<file path="src/rtl/pipe_hazard_ctrl.sv">
`default_nettype none
// ============================================================================
// Module      : pipe_hazard_ctrl
// Description : Hazard controller for a 5-stage pipeline. Combines load-use,
//               branch-redirect and data-memory-wait requests into per-stage
//               enable/flush controls for the PC, IF/ID, ID/EX, EX/MEM and
//               MEM/WB registers, and sequences memory-wait timeout and
//               redirect fetch-penalty recovery.
// Parameters  : BR_PENALTY  - IF/ID flush cycles after a redirect (0..15)
//               MEM_TIMEOUT - MEM_WAIT cycles before mem_err (1..255)
// Ports       : clk, rst_n (async, active low)
//               lu_stall, lu_flush, br_taken, dmem_req, dmem_ack  (requests)
//               pc_en, ifid_en, ifid_flush, idex_en, idex_flush,
//               exmem_en, memwb_en, memwb_flush                   (controls)
//               mem_err (timeout pulse), ctrl_busy (state != RUN)
//               perf_stall_cnt, perf_flush_cnt, perf_memwait_cnt (32-bit)
// Config      : HAZARD_PERF_CNT_EN - when defined, the perf_* outputs are
//               live saturating counters; otherwise they are tied to 0.
// Revision    : 1.0 - initial release
// ============================================================================
module pipe_hazard_ctrl #(
    parameter int BR_PENALTY  = 1,
    parameter int MEM_TIMEOUT = 255
) (
    input  logic        clk,
    input  logic        rst_n,
    input  logic        lu_stall,
    input  logic        lu_flush,
    input  logic        br_taken,
    input  logic        dmem_req,
    input  logic        dmem_ack,
    output logic        pc_en,
    output logic        ifid_en,
    output logic        ifid_flush,
    output logic        idex_en,
    output logic        idex_flush,
    output logic        exmem_en,
    output logic        memwb_en,
    output logic        memwb_flush,
    output logic        mem_err,
    output logic        ctrl_busy,
    output logic [31:0] perf_stall_cnt,
    output logic [31:0] perf_flush_cnt,
    output logic [31:0] perf_memwait_cnt
);

    typedef enum logic [1:0] {
        ST_RUN      = 2'd0,
        ST_MEM_WAIT = 2'd1,
        ST_REDIRECT = 2'd2
    } state_t;

    localparam logic [3:0] c_br_penalty  = 4'(BR_PENALTY);
    localparam logic [7:0] c_mem_timeout = 8'(MEM_TIMEOUT);

    state_t     r_state;
    state_t     w_state_nxt;
    logic [3:0] r_redir_cnt;
    logic [3:0] w_redir_cnt_nxt;
    logic [7:0] r_wait_cnt;
    logic [7:0] w_wait_cnt_nxt;
    logic       w_frozen;

    // Once in MEM_WAIT the access is outstanding until ack, so only ack
    // matters there; elsewhere a new wait starts on an unacked request.
    assign w_frozen  = (r_state == ST_MEM_WAIT) ? !dmem_ack : (dmem_req && !dmem_ack);
    assign ctrl_busy = (r_state != ST_RUN);

    always_ff @(posedge clk or negedge rst_n) begin
        if (!rst_n) begin
            r_state     <= ST_RUN;
            r_redir_cnt <= 4'd0;
            r_wait_cnt  <= 8'd0;
        end else begin
            r_state     <= w_state_nxt;
            r_redir_cnt <= w_redir_cnt_nxt;
            r_wait_cnt  <= w_wait_cnt_nxt;
        end
    end

    always_comb begin
        w_state_nxt     = r_state;
        w_redir_cnt_nxt = r_redir_cnt;
        w_wait_cnt_nxt  = r_wait_cnt;
        pc_en           = 1'b1;
        ifid_en         = 1'b1;
        ifid_flush      = 1'b0;
        idex_en         = 1'b1;
        idex_flush      = 1'b0;
        exmem_en        = 1'b1;
        memwb_en        = 1'b1;
        memwb_flush     = 1'b0;
        mem_err         = 1'b0;

        if (w_frozen) begin
            // Freeze everything upstream of WB and push a bubble into WB.
            pc_en       = 1'b0;
            ifid_en     = 1'b0;
            idex_en     = 1'b0;
            exmem_en    = 1'b0;
            memwb_flush = 1'b1;
            if (r_state == ST_MEM_WAIT) begin
                if (r_wait_cnt == c_mem_timeout) begin
                    mem_err        = 1'b1;
                    w_state_nxt    = ST_RUN;
                    w_wait_cnt_nxt = 8'd0;
                end else begin
                    w_wait_cnt_nxt = r_wait_cnt + 8'd1;
                end
            end else begin
                // A wait arriving mid-redirect abandons the remaining penalty.
                w_state_nxt     = ST_MEM_WAIT;
                w_wait_cnt_nxt  = 8'd1;
                w_redir_cnt_nxt = 4'd0;
            end
        end else begin
            // Release cycle of MEM_WAIT behaves like RUN, which lets a branch
            // held by the frozen EX stage be serviced immediately.
            w_wait_cnt_nxt = 8'd0;
            if (br_taken) begin
                ifid_flush = 1'b1;
                idex_flush = 1'b1;
                if (c_br_penalty != 4'd0) begin
                    w_state_nxt     = ST_REDIRECT;
                    w_redir_cnt_nxt = c_br_penalty;
                end else begin
                    w_state_nxt     = ST_RUN;
                    w_redir_cnt_nxt = 4'd0;
                end
            end else if (r_state == ST_REDIRECT) begin
                // ID holds a wrong-path instruction, so load-use is ignored.
                ifid_flush      = 1'b1;
                w_redir_cnt_nxt = r_redir_cnt - 4'd1;
                w_state_nxt     = (r_redir_cnt == 4'd1) ? ST_RUN : ST_REDIRECT;
            end else begin
                w_state_nxt = ST_RUN;
                if (lu_stall) begin
                    pc_en      = 1'b0;
                    ifid_en    = 1'b0;
                    idex_flush = lu_flush;
                end
            end
        end

        // Reset holds every pipeline register cleared.
        if (!rst_n) begin
            pc_en       = 1'b0;
            ifid_en     = 1'b0;
            ifid_flush  = 1'b1;
            idex_en     = 1'b0;
            idex_flush  = 1'b1;
            exmem_en    = 1'b0;
            memwb_en    = 1'b0;
            memwb_flush = 1'b1;
            mem_err     = 1'b0;
        end
    end

`ifdef HAZARD_PERF_CNT_EN
    logic        w_lu_hon;
    logic        w_br_hon;
    logic [31:0] r_perf_stall;
    logic [31:0] r_perf_flush;
    logic [31:0] r_perf_memwait;

    assign w_br_hon = !w_frozen && br_taken;
    assign w_lu_hon = !w_frozen && !br_taken && (r_state != ST_REDIRECT) && lu_stall;

    always_ff @(posedge clk or negedge rst_n) begin
        if (!rst_n) begin
            r_perf_stall   <= 32'd0;
            r_perf_flush   <= 32'd0;
            r_perf_memwait <= 32'd0;
        end else begin
            if (w_lu_hon && (r_perf_stall != 32'hFFFF_FFFF))
                r_perf_stall <= r_perf_stall + 32'd1;
            if (w_br_hon && (r_perf_flush != 32'hFFFF_FFFF))
                r_perf_flush <= r_perf_flush + 32'd1;
            if ((r_state == ST_MEM_WAIT) && (r_perf_memwait != 32'hFFFF_FFFF))
                r_perf_memwait <= r_perf_memwait + 32'd1;
        end
    end

    assign perf_stall_cnt   = r_perf_stall;
    assign perf_flush_cnt   = r_perf_flush;
    assign perf_memwait_cnt = r_perf_memwait;
`else
    assign perf_stall_cnt   = 32'd0;
    assign perf_flush_cnt   = 32'd0;
    assign perf_memwait_cnt = 32'd0;
`endif

endmodule
`default_nettype wire

</file>
<file path="config.mk">
export PLATFORM = sky130hd
export DESIGN_NAME = pipe_hazard_ctrl
export DESIGN_NICKNAME = d
export VERILOG_FILES = /design/src/rtl/pipe_hazard_ctrl.sv
export SDC_FILE = /design/constraint.sdc
export NUM_CORES = 1
export LEC_CHECK = 0
export ABC_AREA = 1
export CAP_MARGIN = 20
export CORE_ASPECT_RATIO = 1.1
export CORE_MARGIN = 5
export CORE_UTILIZATION = 36
export DETAILED_ROUTE_END_ITERATION = 12
export PLACE_DENSITY_LB_ADDON = 0.08
export SLEW_MARGIN = 0
export SYNTH_ARGS = -nofsm -noshare
export SYNTH_HDL_FRONTEND = slang
export SYNTH_SLANG_ARGS = --single-unit
</file>
<file path="constraint.sdc">
create_clock -name clk -period 1.5 [get_ports clk]
set_input_delay 0.225 -clock clk [delete_from_list [all_inputs] [get_ports clk]]
set_output_delay 0.225 -clock clk [all_outputs]
set_load 0.05 [all_outputs]
</file>
==> flow_metrics.tcl <==
set metrics [dict create \
    area_growth_pct 18.7 \
    drt_iter0_markers 21 \
    final_common_cell "conb_1" \
    preCtsSetupSlack_ns -0.198 \
    die-area_um2 5890 \
    fin_area_um2 1900 \
    crit_chain "inv_2 -> nor2_4 -> nand2_4 -> nand2_4 -> nor2_4 -> inv_2 -> nor2_4 -> buf_12" \
    start_kind "register" \
    power_density_nw_per_um2 1090 \
    routed_wire_length_per_instance_um 9.39 \
    max_freq_mhz 613 \
    fin_cells 307 \
    antenna_found_initial 0 \
    final.setup_skew_ns 0.00207 \
    routed_wl_um 2880 \
    fin_util_pct 44.1 \
    endpoint_kind "output port" \
    clock_latency_ns 0.24 \
    fin_ws_ns -0.130 \
    synth_xor_area_share_pct 1.09 \
    grtUsageTotal_pct 8.75 \
    finalNetCount 264 \
    final_layout_size_suffix_gt1_share_pct 27.7 \
    synth-seq-cells 14 \
    synth_top_area_share_pct 46.3 \
    synthSimpleGateAreaFrac_pct 18.7 \
    syn_area_per_cell_um2 7.60 \
    crit_required_ns 1.27 \
    power.switching_uw 1080 \
    synth_area_um2 1600 \
    clk_pin_slew_worst_paths_ns 0.06 \
    diodes 0 \
    cts_htree_levels 1 \
    yosys.area.top_type "buf_4" \
    viasPerCell 3.44 \
    seqCellArea_um2 350 \
    power_uw 2080 \
    ir_drop_mv 0.504 \
    multi_input_area_um2 876 \
    ys_types 28 \
    core.rowCount 25 \
    p_leak_uw 0.00109 \
    synth_fa_ha_area_share_pct 2.34 \
    max_stage_delay_ns 0.39 \
    finalCriticalPeriod_ns 1.63 \
    die_w_um 73.6 \
    p_sw_share_pct 52.0 \
    antenna_left 0 \
    place_inst 289 \
    timing.final.crit_share_pct 109 \
    grt_max_degree 13 \
    die_y_um 80.0 \
    ys_seq_area_share_pct 21.8 \
    cts_tree "yes" \
    vias 1055 \
    yosys-top-cells-area "buf_4 (46%), dfrtp_1 (22%), nor2_1 (4.7%)" \
    root_buffer "clkbuf_8" \
    critPathMostFrequentCell "nor2_4" \
    grt_setup_unrepaired "true" \
    dp_hpwl_um 2490 \
    violations "negative setup slack" \
    numPortBuffers 16 \
    hold_violations 0 \
    grt_pass1_vias 837 \
    setup_viol 8 \
    drc 0 \
    synth_mux_area_share_pct 0 \
    status "finished, violations left" \
    slowest_stage "dfrtp_1" \
    first_pass_iters 4 \
    place.gp.congestion 0.745 \
    grt_pass1_wl_um 3970 \
    numCtsBuffers 3 \
    overflow 0 \
    p_comb_share_pct 59.5 \
    placed_cell_area_um2 1650 \
    postCtsHoldBufs 0 \
    hold_class "in2async" \
    start_util_pct 37.2 \
    cap_violations 0 \
    pin_count 113 \
    seqPwrFrac_pct 22.6 \
    clkPwrFrac_pct 17.9 \
    synth_compound_area_share_pct 4.13 \
    netlist_instances 211 \
    worst-path-max-fanout 3 \
    core_um2 4320 \
    criticalPathCategory "reg2out" \
    clock-sinks 14 \
    fillers 449 \
    arrival_ns 1.41 \
    synth_top_family_by_area "buffers and inverters" \
    intPower_uw 996 \
    drv_slew 0 \
    yosysWarnings 0 \
    clockBufferDepth 2 \
    layout_common_cells "conb_1 (96), buf_4 (24), nor2_1 (18)" \
]
-- worst max-delay path: cells and delay by family, from the launching register on --
kind | cells | cell delay, ns
flip-flops | 1 | 0.39
buffers and inverters | 3 | 0.32
AND/OR/NAND/NOR | 5 | 0.43
-- cell families (layout without fill, tap and decap cells) --
| logic type | count (synthesis) | in the layout |
|---|---|---|
| AOI/OAI and AO/OA | 10 | 10 |
| adders and majority gates | 3 | 3 |
| other | 1 | 96 |
| and+or+nand+nor | 62 | 62 |
| buffers and inverters | 119 | 66 |
| xor gates and xnor gates | 2 | 2 |
| DFF | 14 | 14 |
-- registers in the layout, indices dropped and copies added, names as in the netlist --
| register | count |
|---|---|
| r_redir_cnt | 4 |
| r_state | 2 |
| r_wait_cnt | 8 |
-- metal layers --
| metal | share of wire (%) | vias up | global-route usage [%] |
|---|---|---|---|
| met5 | 0 | - | 0 |
| met4 | 0.42 | 0 | 1.63 |
| met3 | 9.4 | 2 | 3.15 |
| met2 | 55 | 47 | 14.7 |
| met1 | 35 | 469 | 10.7 |
| li1 | - | 537 | - |
-- synthesized netlist by cell type --
cell type  count
a21oi_1        1
a31oi_1        1
buf_2          1
buf_4         99
buf_6          1
clkinv_2       1
conb_1         1
dfrtp_1       14
ha_1           3
inv_1         15
inv_2          2
nand2_1       19
nand2_2        7
nand3_1        5
nand3_2        1
nand3b_1       1
nand4_1        2
nor2_1        20
nor2_2         2
nor3_1         2
nor3_2         1
nor3_4         1
o211ai_2       1
o21ai_0        4
o21ai_1        1
o21ai_2        2
or2_2          1
xor2_1         2
-- stage by stage --
step / hold slack, ns / TNS [ns]
final: 0.266 / -0.737
after global routing: 0.283 / -1.46
after CTS: 0.261 / -0.760
after detailed placement: 0.523 / -0.966
after global placement: 0.530 / -0.763
after floorplan: -0.0706 / -1.55
-- cell type report --
cell class              instances  area share (%)
clock buffers                   4            2.89
flip-flops and latches         14            18.4
inverters                      18            3.61
well taps                      54            3.55
multi-input cells             173            46.0
repair buffers                 44            25.6
-- power groups by stage --
stage	clock network, uW	registers, uW	logic [uW]
floorplan	0	463	1080
global placement	0	473	1110
detailed placement	0	473	1110
CTS	391	466	1170
global route	412	475	1320
finish	372	470	1230
-- path summary, 6_finish.rpt --
check                                             endpoint  slack [ns]  cells after the start               startpoint
worst max-delay path                                 pc_en       -0.13                      8   r_state[0]$_DFFE_PN0P_
worst min-delay path            r_redir_cnt[0]$_DFFE_PN0P_        0.27                      2                    rst_n
worst max register to register  r_redir_cnt[0]$_DFFE_PN0P_        0.08                      8   r_state[1]$_DFFE_PN0P_
worst min register to register     r_wait_cnt[6]$_DFF_PN0_        0.55                      2  r_wait_cnt[6]$_DFF_PN0_
max in group asynchronous          r_wait_cnt[4]$_DFF_PN0_        0.76                      4                    rst_n
min in group clk                   r_wait_cnt[6]$_DFF_PN0_        0.55                      2  r_wait_cnt[6]$_DFF_PN0_
-- what timing repair did --
| action | in CTS | in global routing |
|---|---|---|
| hold endpoints to repair | 0 | 0 |
| setup endpoints to repair | 8 | 8 |
| setup buffers | 7 | 8 |
| pin swaps | 3 | 4 |
| gates resized for setup | 12 | 12 |
(Power assumes the default switching activity.)
